`config.mk`:
```
export PLATFORM = sky130hd
export DESIGN_NAME = covox_fifo
export DESIGN_NICKNAME = d
export VERILOG_FILES = /design/src/rtl/audio_pkg.sv /design/src/rtl/sample_fifo.sv /design/src/rtl/covox_fifo.sv
export SDC_FILE = /design/constraint.sdc
export NUM_CORES = 1
export LEC_CHECK = 0
export ABC_CLOCK_PERIOD_IN_PS = 4100
export CORE_MARGIN = 1
export CORE_UTILIZATION = 55
export DETAILED_ROUTE_END_ITERATION = 12
export PLACE_DENSITY = 0.74
export SLEW_MARGIN = 0
export SYNTH_ARGS = -nofsm -noshare
export SYNTH_HDL_FRONTEND = slang
export SYNTH_SLANG_ARGS = --single-unit
export TNS_END_PERCENT = 50
```
`constraint.sdc`:
```
create_clock -name clk24 -period 4.1 [get_ports clk24]
set_clock_uncertainty 0.05 [all_clocks]
set_input_delay 0.41 -clock clk24 [delete_from_list [all_inputs] [get_ports clk24]]
set_output_delay 0.41 -clock clk24 [all_outputs]
set_load 0.01 [all_outputs]
```
`src/rtl/audio_pkg.sv`:
```
// Shared audio constants: default sample divider, covox control-byte fields and reset value.
package audio_pkg;

  localparam int unsigned RATE_DIV_DEF  = 1000;
  localparam int unsigned CTL_FIFO_MODE = 7;
  localparam int unsigned CTL_RATE_HI   = 1;
  localparam int unsigned CTL_RATE_LO   = 0;
  localparam logic [7:0]  COVOX_RESET   = 8'h00;

  // Reload value of the sample divider for a given rate selection.
  function automatic int unsigned period_m1(input int unsigned rate_div, input logic [1:0] rate_sel);
    return (rate_div << rate_sel) - 1;
  endfunction

endpackage

```
`src/rtl/sample_fifo.sv`:
```
// Synchronous 8-bit sample FIFO with read-ahead head output and occupancy from extended pointers.
module sample_fifo #(
  parameter int unsigned DEPTH_LOG2 = 4
) (
  input  logic                  clk,
  input  logic                  reset,
  input  logic                  flush,
  input  logic                  push,
  input  logic                  pop,
  input  logic [7:0]            din,
  output logic [7:0]            dout,
  output logic [DEPTH_LOG2:0]   level,
  output logic                  full,
  output logic                  empty
);

  localparam int unsigned DEPTH = 2 ** DEPTH_LOG2;
  localparam int unsigned PW    = DEPTH_LOG2 + 1;

  logic [7:0]    mem [DEPTH];
  logic [PW-1:0] wr_ptr;
  logic [PW-1:0] rd_ptr;

  // Pointer bookkeeping; the extra MSB separates full from empty.
  always_ff @(posedge clk) begin
    if (reset || flush) begin
      wr_ptr <= '0;
      rd_ptr <= '0;
    end else begin
      if (push) wr_ptr <= wr_ptr + PW'(1);
      if (pop)  rd_ptr <= rd_ptr + PW'(1);
    end
  end

  always_ff @(posedge clk) begin
    if (push) mem[wr_ptr[DEPTH_LOG2-1:0]] <= din;
  end

  assign dout  = mem[rd_ptr[DEPTH_LOG2-1:0]];
  assign level = wr_ptr - rd_ptr;
  assign full  = (level == PW'(DEPTH));
  assign empty = (level == '0);

endmodule

```
`src/rtl/covox_fifo.sv`:
```
// Covox sample source: queues CPU writes and releases one per divider tick, or passes writes
// straight through in legacy direct mode.
module covox_fifo
  import audio_pkg::*;
#(
  parameter int unsigned DEPTH_LOG2 = 4,
  parameter int unsigned RATE_DIV   = RATE_DIV_DEF,
  parameter int unsigned DIV_W      = 13
) (
  input  logic                  clk24,
  input  logic                  reset,
  input  logic                  i_wr,
  input  logic [7:0]            i_data,
  input  logic                  i_ctl_wr,
  input  logic [7:0]            i_ctl_data,
  output logic [7:0]            covox,
  output logic [DEPTH_LOG2:0]   o_level,
  output logic                  o_full,
  output logic                  o_empty,
  output logic                  o_overrun,
  output logic                  o_underrun
);

  logic             fifo_mode;
  logic [1:0]       rate_sel;
  logic [DIV_W-1:0] div;
  logic [7:0]       head;
  logic             tick_c;
  logic             pop_c;
  logic             push_c;
  logic             drop_c;
  logic             under_c;
  logic             unused_ctl;

  assign unused_ctl = ^i_ctl_data[6:2];

  // A control write overrides any coincident data write or tick.
  always_comb begin
    tick_c  = (div == '0);
    pop_c   = 1'b0;
    push_c  = 1'b0;
    drop_c  = 1'b0;
    under_c = 1'b0;
    if (fifo_mode && !i_ctl_wr) begin
      pop_c   = tick_c && !o_empty;
      under_c = tick_c && o_empty;
      push_c  = i_wr && (!o_full || pop_c);
      drop_c  = i_wr && o_full && !pop_c;
    end
  end

  sample_fifo #(
    .DEPTH_LOG2(DEPTH_LOG2)
  ) u_fifo (
    .clk   (clk24),
    .reset (reset),
    .flush (i_ctl_wr),
    .push  (push_c),
    .pop   (pop_c),
    .din   (i_data),
    .dout  (head),
    .level (o_level),
    .full  (o_full),
    .empty (o_empty)
  );

  always_ff @(posedge clk24) begin
    if (reset) begin
      fifo_mode  <= 1'b0;
      rate_sel   <= 2'd0;
      div        <= '0;
      covox      <= COVOX_RESET;
      o_overrun  <= 1'b0;
      o_underrun <= 1'b0;
    end else if (i_ctl_wr) begin
      fifo_mode  <= i_ctl_data[CTL_FIFO_MODE];
      rate_sel   <= i_ctl_data[CTL_RATE_HI:CTL_RATE_LO];
      div        <= DIV_W'(period_m1(RATE_DIV, i_ctl_data[CTL_RATE_HI:CTL_RATE_LO]));
      o_overrun  <= 1'b0;
      o_underrun <= 1'b0;
    end else begin
      div <= tick_c ? DIV_W'(period_m1(RATE_DIV, rate_sel)) : div - DIV_W'(1);
      if (drop_c)  o_overrun  <= 1'b1;
      if (under_c) o_underrun <= 1'b1;
      if (pop_c)
        covox <= head;
      else if (!fifo_mode && i_wr)
        covox <= i_data;
    end
  end

endmodule
```
; ---- After elaboration in Yosys (flattened, before gate mapping)
; Memory sizes are Yosys's and may differ from the RTL's. A register that Yosys moved wholly into a read port is not among the register bits.
; Cells that the tools add are included.
[totals]
reg_bits = 36
ramBits = 128
input_bits = 20
elab_cells = 50
memories = 1
[memory_table]
columns = memory, words, word_bits, rd, rd_ports_with_merged_regs, wr, line
row1 = u_fifo.mem, 16, 8, 1, 1, 1, sample_fifo.sv:20  ; logic [7:0] mem [DEPTH];
[classes]
addsub = 6
eq_ne = 1
shifts = 2
muxes = 12
bitwise = 1
n_reduce_logical = 19
[op_table]
columns = cell, count
row1 = "13-bit by 1-bit subtractor with 13-bit output, second input constant", 3
row2 = 13-bit 2-to-1 mux, 2
row3 = "10-bit by 2-bit left shift with 13-bit output, first input constant", 2
row4 = 8-bit 2-to-1 mux, 2
row5 = 13-bit logical NOT, 1
row6 = "5-bit by 1-bit adder with 5-bit output, second input constant", 2
row7 = 4-bit 2-to-1 mux, 2
row8 = 1-bit logical AND, 7
row9 = 1-bit 2-to-1 mux, 6
row10 = "5-bit equality test, second input constant", 1
row11 = 1-bit logical NOT, 5
row12 = 5-bit logical NOT, 1
row13 = 5-bit subtractor, 1
row14 = 1-bit logical OR, 2
row15 = 2-bit AND reduction, 1
row16 = 2-bit nonzero test, 1
row17 = 2-bit OR reduction, 1
row18 = 1-bit inverter, 1

; ---- Depth between registers and ports, before layout
; Gate-level depths: netlist (run 1).
[logic_depth]
word_depth = 9
depth_mapped = 11
ltp_nobuf = 10

; ---- Hierarchy
; Synthesis (run 1) repeated with hierarchy kept, for this count alone.
[unflattened]
cells_unflattened = 462
area_unflattened_um2 = 7156.9
[modules_own_cells]
columns = mod, n_inst, cells_each, area_per_inst_um2, seq_area_each_um2
row1 = sample_fifo, 1, 300, 5769.3, 4124.0
row2 = covox_fifo, 1, 162, 1387.6, 520.5

; ---- Least setup slack after synthesis (run 1)
; Ideal clock, no wire load.
[synth_timing]
path_kind = register -> register
startpoint = register u_fifo.wr_ptr[0]
endpoint = memory u_fifo.mem[0][0] (enable)
arrival_ns = 2.978
required_time_ns = 3.667
path_slack_ns = 0.689
path_stages_with_launch = 11
n_path_buf = 0
period_less_slack_ns = 3.411
path_cell_list = dfxtp_1 > inv_1 > ha_1 > fa_1 > nor2b_1 > o21ai_0 > a21oi_1 > a211oi_4 > a21oi_1 > nand2_1 > nor3_1
[synth_via]
word_cells_on_any_way = 11
[synth_rtl]
columns = element, line
row1 = "start, declared", sample_fifo.sv:21  ; logic [PW-1:0] wr_ptr;
row2 = "start signal, assigned", sample_fifo.sv:30  ; if (push) wr_ptr <= wr_ptr + PW'(1);
row3 = 5-bit subtractor, sample_fifo.sv:40  ; assign level = wr_ptr - rd_ptr;
row4 = 5-bit equality test, sample_fifo.sv:41  ; assign full = (level == PW'(DEPTH));
row5 = via o_full, covox_fifo.sv:18  ; output logic o_full,
row6 = 1-bit logical NOT, covox_fifo.sv:47  ; push_c = i_wr && (!o_full || pop_c);
row7 = 1-bit logical OR, covox_fifo.sv:47
row8 = 1-bit logical AND, covox_fifo.sv:47
row9 = 1-bit 2-to-1 mux, covox_fifo.sv:44  ; if (fifo_mode && !i_ctl_wr) begin
row10 = 1-bit 2-to-1 mux, sample_fifo.sv:36  ; if (push) mem[wr_ptr[DEPTH_LOG2-1:0]] <= din;
row11 = 1-bit 2-to-1 mux (not written as such), sample_fifo.sv:36
row12 = "end, declared", sample_fifo.sv:20
; The timed path passes the listed nets, and every way through them passes these cells.

; ---- Worst setup path in the final report (run 1)
[layout_timing]
startpoint = register u_fifo.wr_ptr[0]
endpoint = output port o_full
[layout_via]
elab_chain_len = 2
[layout_rtl]
columns = element, line
row1 = 5-bit subtractor, sample_fifo.sv:40
row2 = 5-bit equality test, sample_fifo.sv:41
row3 = "end, declared", covox_fifo.sv:18
; No other way between the ends.

==> out/summary.txt, run 1 <==
leak pwr -> 2.66 nW
Combinational Power Share -> 4.5%
Max-slew headroom -> 49.5%
die width -> 115 µm
hold buffer count at cts -> 0
via count -> 3994
Hold Path Class -> reg -> reg
most frequent cells in the layout -> edfxtp_1, nor2_1, mux4_2
cts bufs inserted -> 17
first drt pass iteration count -> 8
Net Count, Synth -> 475
initial cell density of the core -> 56.3%
Cell Pwr Density -> 429 mW/mm²
CTS H-tree lvls -> 4
critical-path cell list -> inv_1 -> ha_1 -> fa_1 -> xor2_1 -> nand3_1 -> nand4b_1 -> a211oi_4 -> clkdlybuf4s50_1
hpwl dp -> 9050 µm
CP Capture Type -> output port
# port buffers -> 31
Avg WL per Cell -> 19.9 µm
iteration-0 DRC count of the detailed router -> 345
fraction of layout cells with a size suffix above 1 -> 21.3%
vias per std cell -> 5.87
Net Switching -> 0.823 mW
Top Ports -> 37
CTS tree -> yes
Worst-path clk slew -> 0.07 ns
# Post-CTS Setup Buffers -> 0
Clock power frac -> 42.6%
count of cells resized by post-cts repair -> 0
synthesized instance count -> 444
Synth Warn # -> 0
Root Buffer -> clkbuf_16
Switching Share -> 23.3%
CP Launch Type -> flip-flop
fin crit share -> 92.8%
ys async rst share -> 0%
setup violators final -> 0
crit path kind -> reg -> out
outcome -> finished, violations left
Final #Nets -> 527
initial antenna violation count -> 0
hold slack final -> 0.424 ns
core area -> 0.0126 mm²
Netlist cell types -> 53
clock buffer depth -> 2
sequential fraction of the synthesis area -> 65.6%
failing checks -> design-rule violations
slowest cell on the critical path -> clkdlybuf4s50_1
area grow syn2layout -> 16.4%
Peak VDD IR -> 278 µV
RSZ-0062 raised after global routing -> false
CP max FO -> 6
cell-internal power -> 2.71 mW
final wirelength -> 13500 µm
die area -> 0.0133 mm²
Fin Setup TNS -> 0 ns
RD Place Congestion -> 0.877
Required @ worst endpoint -> 3.64 ns
DRC -> 2
Remaining Overflow, GRT -> 0
# clock sinks -> 168
FF+latch count, synth -> 168
first-pass GRT wire length -> 21400 µm
crit path time final -> 3.81 ns
vias in the first global route -> 3950
Max Cap Violations -> 0
num rows -> 41
Die Y -> 115 µm
EDFF count, synth -> 128
cell area after synthesis -> 0.00708 mm²
Worst Max-Slew Pin Slew -> 0.757 ns
commonest non-fill, non-tap cell in the layout -> edfxtp_1
Fin. Hold Viols -> 0
part of the power in registers -> 52.8%
Worst path max stage delay -> 0.62 ns
CP arrival -> 3.35 ns
# diodes -> 0
syn avg cell area -> 15.9 µm²
max-slew violations -> 0
largest net degree at the start of global routing -> 33
fmax -> 0.263 GHz
GRT Overall Usage -> 22.4%
top_reg_cell synth -> edfxtp_1
worst-skew pair later-pin latency -> 0.43 ns
post-route ant nets -> 0
[path summary, 6_finish.rpt]
kind	startpoint	endpoint	slack [ns]	depth (start not counted)
setup / recovery	u_fifo.wr_ptr[0]	o_full	0.29	8
hold / removal	o_underrun	o_underrun	0.42	2
setup reg to reg	u_fifo.wr_ptr[0]	u_fifo.mem[0][3]	0.60	11
hold reg to reg	o_underrun	o_underrun	0.42	2
[kinds of logic after synthesis]
family | Yosys count | synth area share [%]
xor gates and xnor gates | 19 | 2.35
DFF | 168 | 65.6
adders and majority gates | 11 | 2.05
muxes | 52 | 14.5
AOI/OAI and AO/OA | 45 | 5.44
buffers and inverters | 35 | 2.03
and+or+nand+nor | 114 | 8.06
[layout make-up]
| type | instances | area, µm² |
|---|---|---|
| well taps | 172 | 215 |
| fillers | 841 | 4330 |
| clock inverters | 14 | 134 |
| inverters | 16 | 60.1 |
| repair buffers | 52 | 468 |
| clock buffers | 17 | 425 |
| multi-input cells | 241 | 2290 |
| flip-flops and latches | 168 | 4650 |
[cells in the mapped netlist, drive strengths merged (2+ instances only)]
cell type | count | share of area (%)
nand3 | 6 | 0.42
nand4 | 3 | 0.35
buf | 8 | 0.60
nand2b | 3 | 0.27
xor2 | 6 | 0.74
nor3 | 7 | 0.49
nand2 | 18 | 0.99
ha | 10 | 1.8
nor2b | 4 | 0.35
o22ai | 2 | 0.18
a21oi | 15 | 1.1
o221ai | 2 | 0.34
clkbuf | 11 | 0.58
nand4b | 2 | 0.25
dfxtp | 40 | 11
xnor2 | 13 | 1.6
edfxtp | 128 | 54
nor4 | 4 | 0.65
inv | 16 | 0.85
mux4 | 40 | 13
a211oi | 11 | 1.3
mux2i | 11 | 1.6
o21ai | 7 | 0.55
nor2 | 58 | 3.2
[per-stage QoR]
| step | cell area (µm²) | worst slack, ns | power [mW] | instances | util, % |
|---|---|---|---|---|---|
| 2_1_floorplan | 7080 | 0.689 | 2.00 | 444 | - |
| 3_3_place_gp | 7680 | 0.718 | 2.06 | 649 | 61.1 |
| 3_5_place_dp | 7680 | 0.644 | 2.06 | 649 | 61.1 |
| 4_1_cts | 8240 | 0.281 | 3.55 | 680 | 65.6 |
| 5_1_grt | 8240 | 0.137 | 3.64 | 680 | 65.6 |
| 6_report | 8240 | 0.294 | 3.54 | 680 | 65.6 |
[power by group through the flow]
stage	sequential (mW)	clock (mW)	combinational, mW
after floorplan	1.90	0	0.0915
after global placement	1.90	0	0.152
after detailed placement	1.91	0	0.158
after CTS	1.87	1.52	0.160
after global routing	1.87	1.59	0.177
final	1.87	1.51	0.160
[critical path, delay by kind of cell, from the launching register on]
kind	cells	cell delay, ns
adder cells (fa/ha/maj)	2	0.63
buffers and inverters	2	0.73
flip-flops	1	0.41
AND/OR/NAND/NOR	2	0.44
XOR/XNOR	1	0.19
AO/OA/AOI/OAI	1	0.52
[registers in the layout, summed over array words and instances (netlist names), named ones only]
| signal | count |
|---|---|
| covox | 8 |
| div | 13 |
| fifo_mode | 1 |
| o_overrun | 1 |
| o_underrun | 1 |
| rate_sel | 2 |
| u_fifo.mem | 128 |
| u_fifo.rd_ptr | 5 |
| u_fifo.wr_ptr | 5 |
[metal layers]
metal	track usage (%)	vias up	routed length [µm]
li1	-	1813	-
met1	30.1	2053	6010
met2	36.0	113	6820
met3	4.86	15	518
met4	8.92	0	197
met5	0	-	0
Note: power is estimated with default switching activity, not from simulation.
==> run 2: changes to the inputs <==
--- a/config.mk
+++ b/config.mk
@@ -5,11 +5,11 @@
 export SDC_FILE = /design/constraint.sdc
 export NUM_CORES = 1
 export LEC_CHECK = 0
-export ABC_CLOCK_PERIOD_IN_PS = 4100
+export ABC_CLOCK_PERIOD_IN_PS = 3500
 export CORE_MARGIN = 1
-export CORE_UTILIZATION = 55
+export CORE_UTILIZATION = 54
 export DETAILED_ROUTE_END_ITERATION = 12
-export PLACE_DENSITY = 0.74
+export PLACE_DENSITY = 0.76
 export SLEW_MARGIN = 0
 export SYNTH_ARGS = -nofsm -noshare
 export SYNTH_HDL_FRONTEND = slang
==> constraint.sdc (replaced) <==
create_clock -name clk24 -period 3.5 [get_ports clk24]
set_clock_uncertainty 0.05 [all_clocks]
set_input_delay 0.35 -clock clk24 [delete_from_list [all_inputs] [get_ports clk24]]
set_output_delay 0.35 -clock clk24 [all_outputs]
set_load 0.01 [all_outputs]
==> out/summary.txt, run 2 (synthesis gave the netlist of run 1 again) <==
crit path time final -> 3.45 ns
Hold Path Class -> reg -> reg
reg2reg path depth -> 11
Avg WL per Cell -> 21.1 µm
Area after DPL -> 0.00766 mm²
core area -> 0.0127 mm²
RD Place Congestion -> 0.834
GRT Overall Usage -> 23.1%
commonest non-fill, non-tap cell in the layout -> edfxtp_1
Peak VDD IR -> 362 µV
fraction of layout cells with a size suffix above 1 -> 21.5%
CP Capture Type -> flip-flop
hpwl dp -> 9280 µm
Max-slew headroom -> 45.0%
Worst path max stage delay -> 0.62 ns
initial antenna violation count -> 0
Root Buffer -> clkbuf_16
Final #Nets -> 524
Worst Max-Slew Pin Slew -> 0.825 ns
# diodes -> 0
RSZ-0062 raised after global routing -> true
Max Cap Violations -> 0
CP arrival -> 3.46 ns
crit path kind -> reg -> reg
WP buf/inv -> 2
Die Y -> 117 µm
critical-path cell list -> inv_1 -> ha_1 -> fa_1 -> xor2_1 -> nand3_1 -> nand4b_1 -> a211oi_4 -> buf_4 -> a21oi_1 -> nand2_1 -> nor2_1
max FFs per register -> 128
Crit path max-delay family -> simple AND/OR/NAND/NOR gates
clock buffer depth -> 2
largest net degree at the start of global routing -> 33
vias in the first global route -> 3967
Worst-path clk slew -> 0.06 ns
worst-skew pair later-pin latency -> 0.43 ns
Fin. Hold Viols -> 0
Top Ports -> 37
Fillers -> 907
num rows -> 41
iteration-0 DRC count of the detailed router -> 383
initial cell density of the core -> 55.7%
WHS Path Cells -> 2
final core occ -> 65.0%
first-pass GRT wire length -> 22000 µm
vias per std cell -> 5.92
Finished Cell Area -> 0.00827 mm²
Cell Pwr Density -> 510 mW/mm²
post-route ant nets -> 0
die width -> 117 µm
outcome -> complete, no violations
Fin Setup TNS -> 0 ns
max-slew violations -> 0
CP max FO -> 8
CP Launch Type -> flip-flop
Required @ worst endpoint -> 3.50 ns
via count -> 4011
slowest cell on the critical path -> nor2_1
fmax -> 0.290 GHz
Overall Power -> 4.21 mW
DRC -> 0
hold buffer count at cts -> 0
final wirelength -> 14300 µm
leak pwr -> 2.66 nW
area grow syn2layout -> 16.7%
Stages on worst setup path -> 11
Remaining Overflow, GRT -> 0
fin crit share -> 98.7%
# clock sinks -> 168
setup violators final -> 0
most frequent cells in the layout -> edfxtp_1, nor2_1, mux4_2
first drt pass iteration count -> 5
CTS tree -> yes
CTS H-tree lvls -> 4
die area -> 0.0136 mm²
# port buffers -> 31
cts bufs inserted -> 17
-- run 2: cell types whose count changed in the layout (fill, tap and decap cells not counted), sizes merged, moves of 2 or more --
cell | before | now
clkinv | 2 | 6
clkinvlp | 5 | 1
buf | 21 | 18
bufinv | 0 | 2
inv | 23 | 21
-- run 2: worst paths after layout --
kind                                  startpoint               end  slack [ns]
worst min-delay path                  o_underrun        o_underrun        0.43
worst min register to register        o_underrun        o_underrun        0.43
worst max register to register  u_fifo.wr_ptr[0]  u_fifo.mem[6][5]        0.05
worst max-delay path            u_fifo.wr_ptr[0]  u_fifo.mem[6][5]        0.05
-- run 2: tightest hold or removal path, delay by kind of cell, from the launching register on --
| family | cells | cell delay (ns) |
|---|---|---|
| and+or+nand+nor | 1 | 0.07 |
| AOI/OAI and AO/OA | 1 | 0.04 |
| DFF | 1 | 0.33 |
-- run 2: report_power, final --
group	internal [mW]	total (mW)	switching (mW)
clock	1.06	1.83	0.778
combinational	0.0812	0.191	0.110
sequential	2.17	2.19	0.0220
total	3.30	4.21	0.910
-- run 2: repair_timing --
item | 4_1_cts | 5_1_grt
gates cloned | 0 | 0
pin swaps | 1 | 1
gates resized for setup | 0 | 7
hold endpoints to repair | 0 | 0
endpoints found under the setup margin | 1 | 90
setup buffers | 1 | 0
-- run 2: metrics by stage --
stage	hold slack [ns]	setup slack [ns]	cells
final	0.427	0.0469	678
after global routing	0.455	-0.186	678
after CTS	0.437	0.0462	678
after detailed placement	0.423	0.175	645
after global placement	0.401	0.258	645
after floorplan	0.399	0.0890	444
-- run 2: layout make-up --
class                   count  area (µm²)  share of cell area (%)
clock buffers              18         429                    5.19
multi-input cells         241        2310                    27.9
repair buffers             49         460                    5.57
inverters                  16        60.1                   0.727
flip-flops and latches    168        4650                    56.2
well taps                 172         215                    2.60
clock inverters            14         146                    1.77
-- run 2: layer usage --
| metal | wire length [µm] | global-route usage (%) | vias up |
|---|---|---|---|
| met5 | 0 | 0 | - |
| met4 | 261 | 8.89 | 0 |
| met2 | 7100 | 35.8 | 143 |
| met3 | 860 | 6.95 | 26 |
| met1 | 6060 | 30.9 | 2037 |
| li1 | - | - | 1805 |
==> run 3: changes to the inputs <==
--- a/config.mk
+++ b/config.mk
@@ -6,8 +6,10 @@
 export NUM_CORES = 1
 export LEC_CHECK = 0
 export ABC_CLOCK_PERIOD_IN_PS = 3500
+export CORE_ASPECT_RATIO = 1.25
 export CORE_MARGIN = 1
 export CORE_UTILIZATION = 54
+export CTS_CLUSTER_DIAMETER = 30
 export DETAILED_ROUTE_END_ITERATION = 12
 export PLACE_DENSITY = 0.76
 export SLEW_MARGIN = 0
==> out/summary.txt, run 3 (synthesis gave the netlist of run 1 again) <==
final wirelength -> 14000 µm
final cell count without fillers -> 678
Root Buffer -> clkbuf_16
CTS H-tree lvls -> 4
most frequent cells in the layout -> edfxtp_1, nor2_1, mux4_2
R2R Setup Slk -> 0.30 ns
max FFs per register -> 128
via count -> 3954
start of the worst register-to-register path -> u_fifo.wr_ptr[0]
post-route ant nets -> 0
crit path kind -> reg -> reg
first drt pass iteration count -> 5
# clock sinks -> 168
DP Cell Count -> 645
hold buffer count at cts -> 0
RSZ-0062 raised after global routing -> true
iteration-0 DRC count of the detailed router -> 400
Die Y -> 130 µm
# port buffers -> 31
die area -> 0.0136 mm²
area grow syn2layout -> 18.1%
Area after DPL -> 0.00769 mm²
Finished Cell Area -> 0.00836 mm²
core area -> 0.0127 mm²
Fin. Hold Viols -> 0
outcome -> complete, no violations
Final #Nets -> 528
fraction of layout cells with a size suffix above 1 -> 23.5%
num rows -> 46
crit path time final -> 3.20 ns
clock buffer depth -> 2
DP Worst Slack -> 0.121 ns
initial antenna violation count -> 0
cts bufs inserted -> 17
Avg WL per Cell -> 20.6 µm
Worst Max-Slew Pin Slew -> 0.800 ns
hpwl dp -> 9200 µm
Remaining Overflow, GRT -> 0
worst hold path endpoint -> o_overrun
Top Ports -> 37
vias per std cell -> 5.83
Max-slew headroom -> 46.7%
final core occ -> 65.7%
Min-Delay Startpoint -> o_overrun
CTS tree -> yes
first-pass GRT wire length -> 21600 µm
fmax -> 0.313 GHz
setup violators final -> 0
WHS Path Cells -> 2
leak pwr -> 2.71 nW
# diodes -> 0
CP max FO -> 8
hold slack final -> 0.394 ns
fin crit share -> 91.4%
GRT Overall Usage -> 22.2%
Worst-path clk slew -> 0.07 ns
worst-skew pair later-pin latency -> 0.43 ns
RR Endpoint -> u_fifo.mem[10][0]
Max Cap Violations -> 0
vias in the first global route -> 3869
reg2reg path depth -> 10
Fillers -> 880
Cell Pwr Density -> 519 mW/mm²
initial cell density of the core -> 55.7%
Peak VDD IR -> 474 µV
CP Launch Type -> flip-flop
Required @ worst endpoint -> 3.50 ns
largest net degree at the start of global routing -> 33
CP arrival -> 3.20 ns
DRC -> 0
PnR worst setup slack -> 0.300 ns
die width -> 104 µm
RD Place Congestion -> 0.837
Hold Path Class -> reg -> reg
CP Capture Type -> flip-flop
commonest non-fill, non-tap cell in the layout -> edfxtp_1
max-slew violations -> 0
run 3: changes by cell type in the layout (fill, tap and decap cells not counted), moves of 2 or more:
cell,change
nor2_1,-3
buf_4,+4
bufinv_16,+2
inv_6,-2
clkinvlp_4,+3
clkinv_1,-2
nor2_2,+3
run 3: metal layers:
metal  wire [µm]  vias up  GRT usage (%)
met3         767       17           5.09
li1            -     1816              -
met5           0        -              0
met1        5540     1983           26.9
met2        7470      138           39.0
met4         202        0           8.66
run 3: stage by stage:
stage,power [mW],setup TNS [ns]
floorplan,2.34,0
global placement,2.41,0
detailed placement,2.42,0
CTS,4.37,0
global route,4.47,-0.000643
finish,4.34,0
run 3: cell type report:
| class | instances | area (µm²) | share of cell area [%] |
|---|---|---|---|
| sequential | 168 | 4650 | 55.6 |
| multi-input combinational | 241 | 2330 | 27.8 |
| timing repair buffer | 53 | 493 | 5.90 |
| clock buffer | 17 | 425 | 5.09 |
| tap | 168 | 210 | 2.51 |
| clock inverter | 15 | 200 | 2.39 |
| inverter | 16 | 60.1 | 0.718 |
run 3: worst max-delay path by stage:
stage / slack (ns) / endpoint / startpoint
3_3_place_gp: 0.24 / u_fifo.mem[10][2] / u_fifo.wr_ptr[0]
2_1_floorplan: 0.09 / u_fifo.mem[0][0] / u_fifo.wr_ptr[0]
3_5_place_dp: 0.12 / u_fifo.mem[10][6] / u_fifo.wr_ptr[0]
5_1_grt: -0.0006 / u_fifo.mem[6][7] / u_fifo.wr_ptr[0]
6_report: 0.30 / u_fifo.mem[10][0] / u_fifo.wr_ptr[0]
4_1_cts: 0.002 / o_full / u_fifo.wr_ptr[0]
run 3: where the power goes:
part | total, mW | internal, mW | switching (mW)
sequential | 2.19 | 2.17 | 0.0230
combinational | 0.191 | 0.0815 | 0.110
clock | 1.96 | 1.20 | 0.764
run 3: worst max-delay path, cell delays in order, from the launching register on:
cell	delay (ns)
dfxtp_1	0.33
inv_1	0.09
ha_1	0.22
fa_1	0.41
nor2b_1	0.13
o21ai_0	0.10
a21oi_1	0.31
a211oi_4	0.08
a21oi_2	0.28
nand2_1	0.18
nor2_1	0.64
run 3: what timing repair did:
item / in CTS / in global routing
pin swaps: 1 / 2
resized for setup: 0 / 12
setup endpoints to repair: 1 / 97
setup buffers: 1 / 0
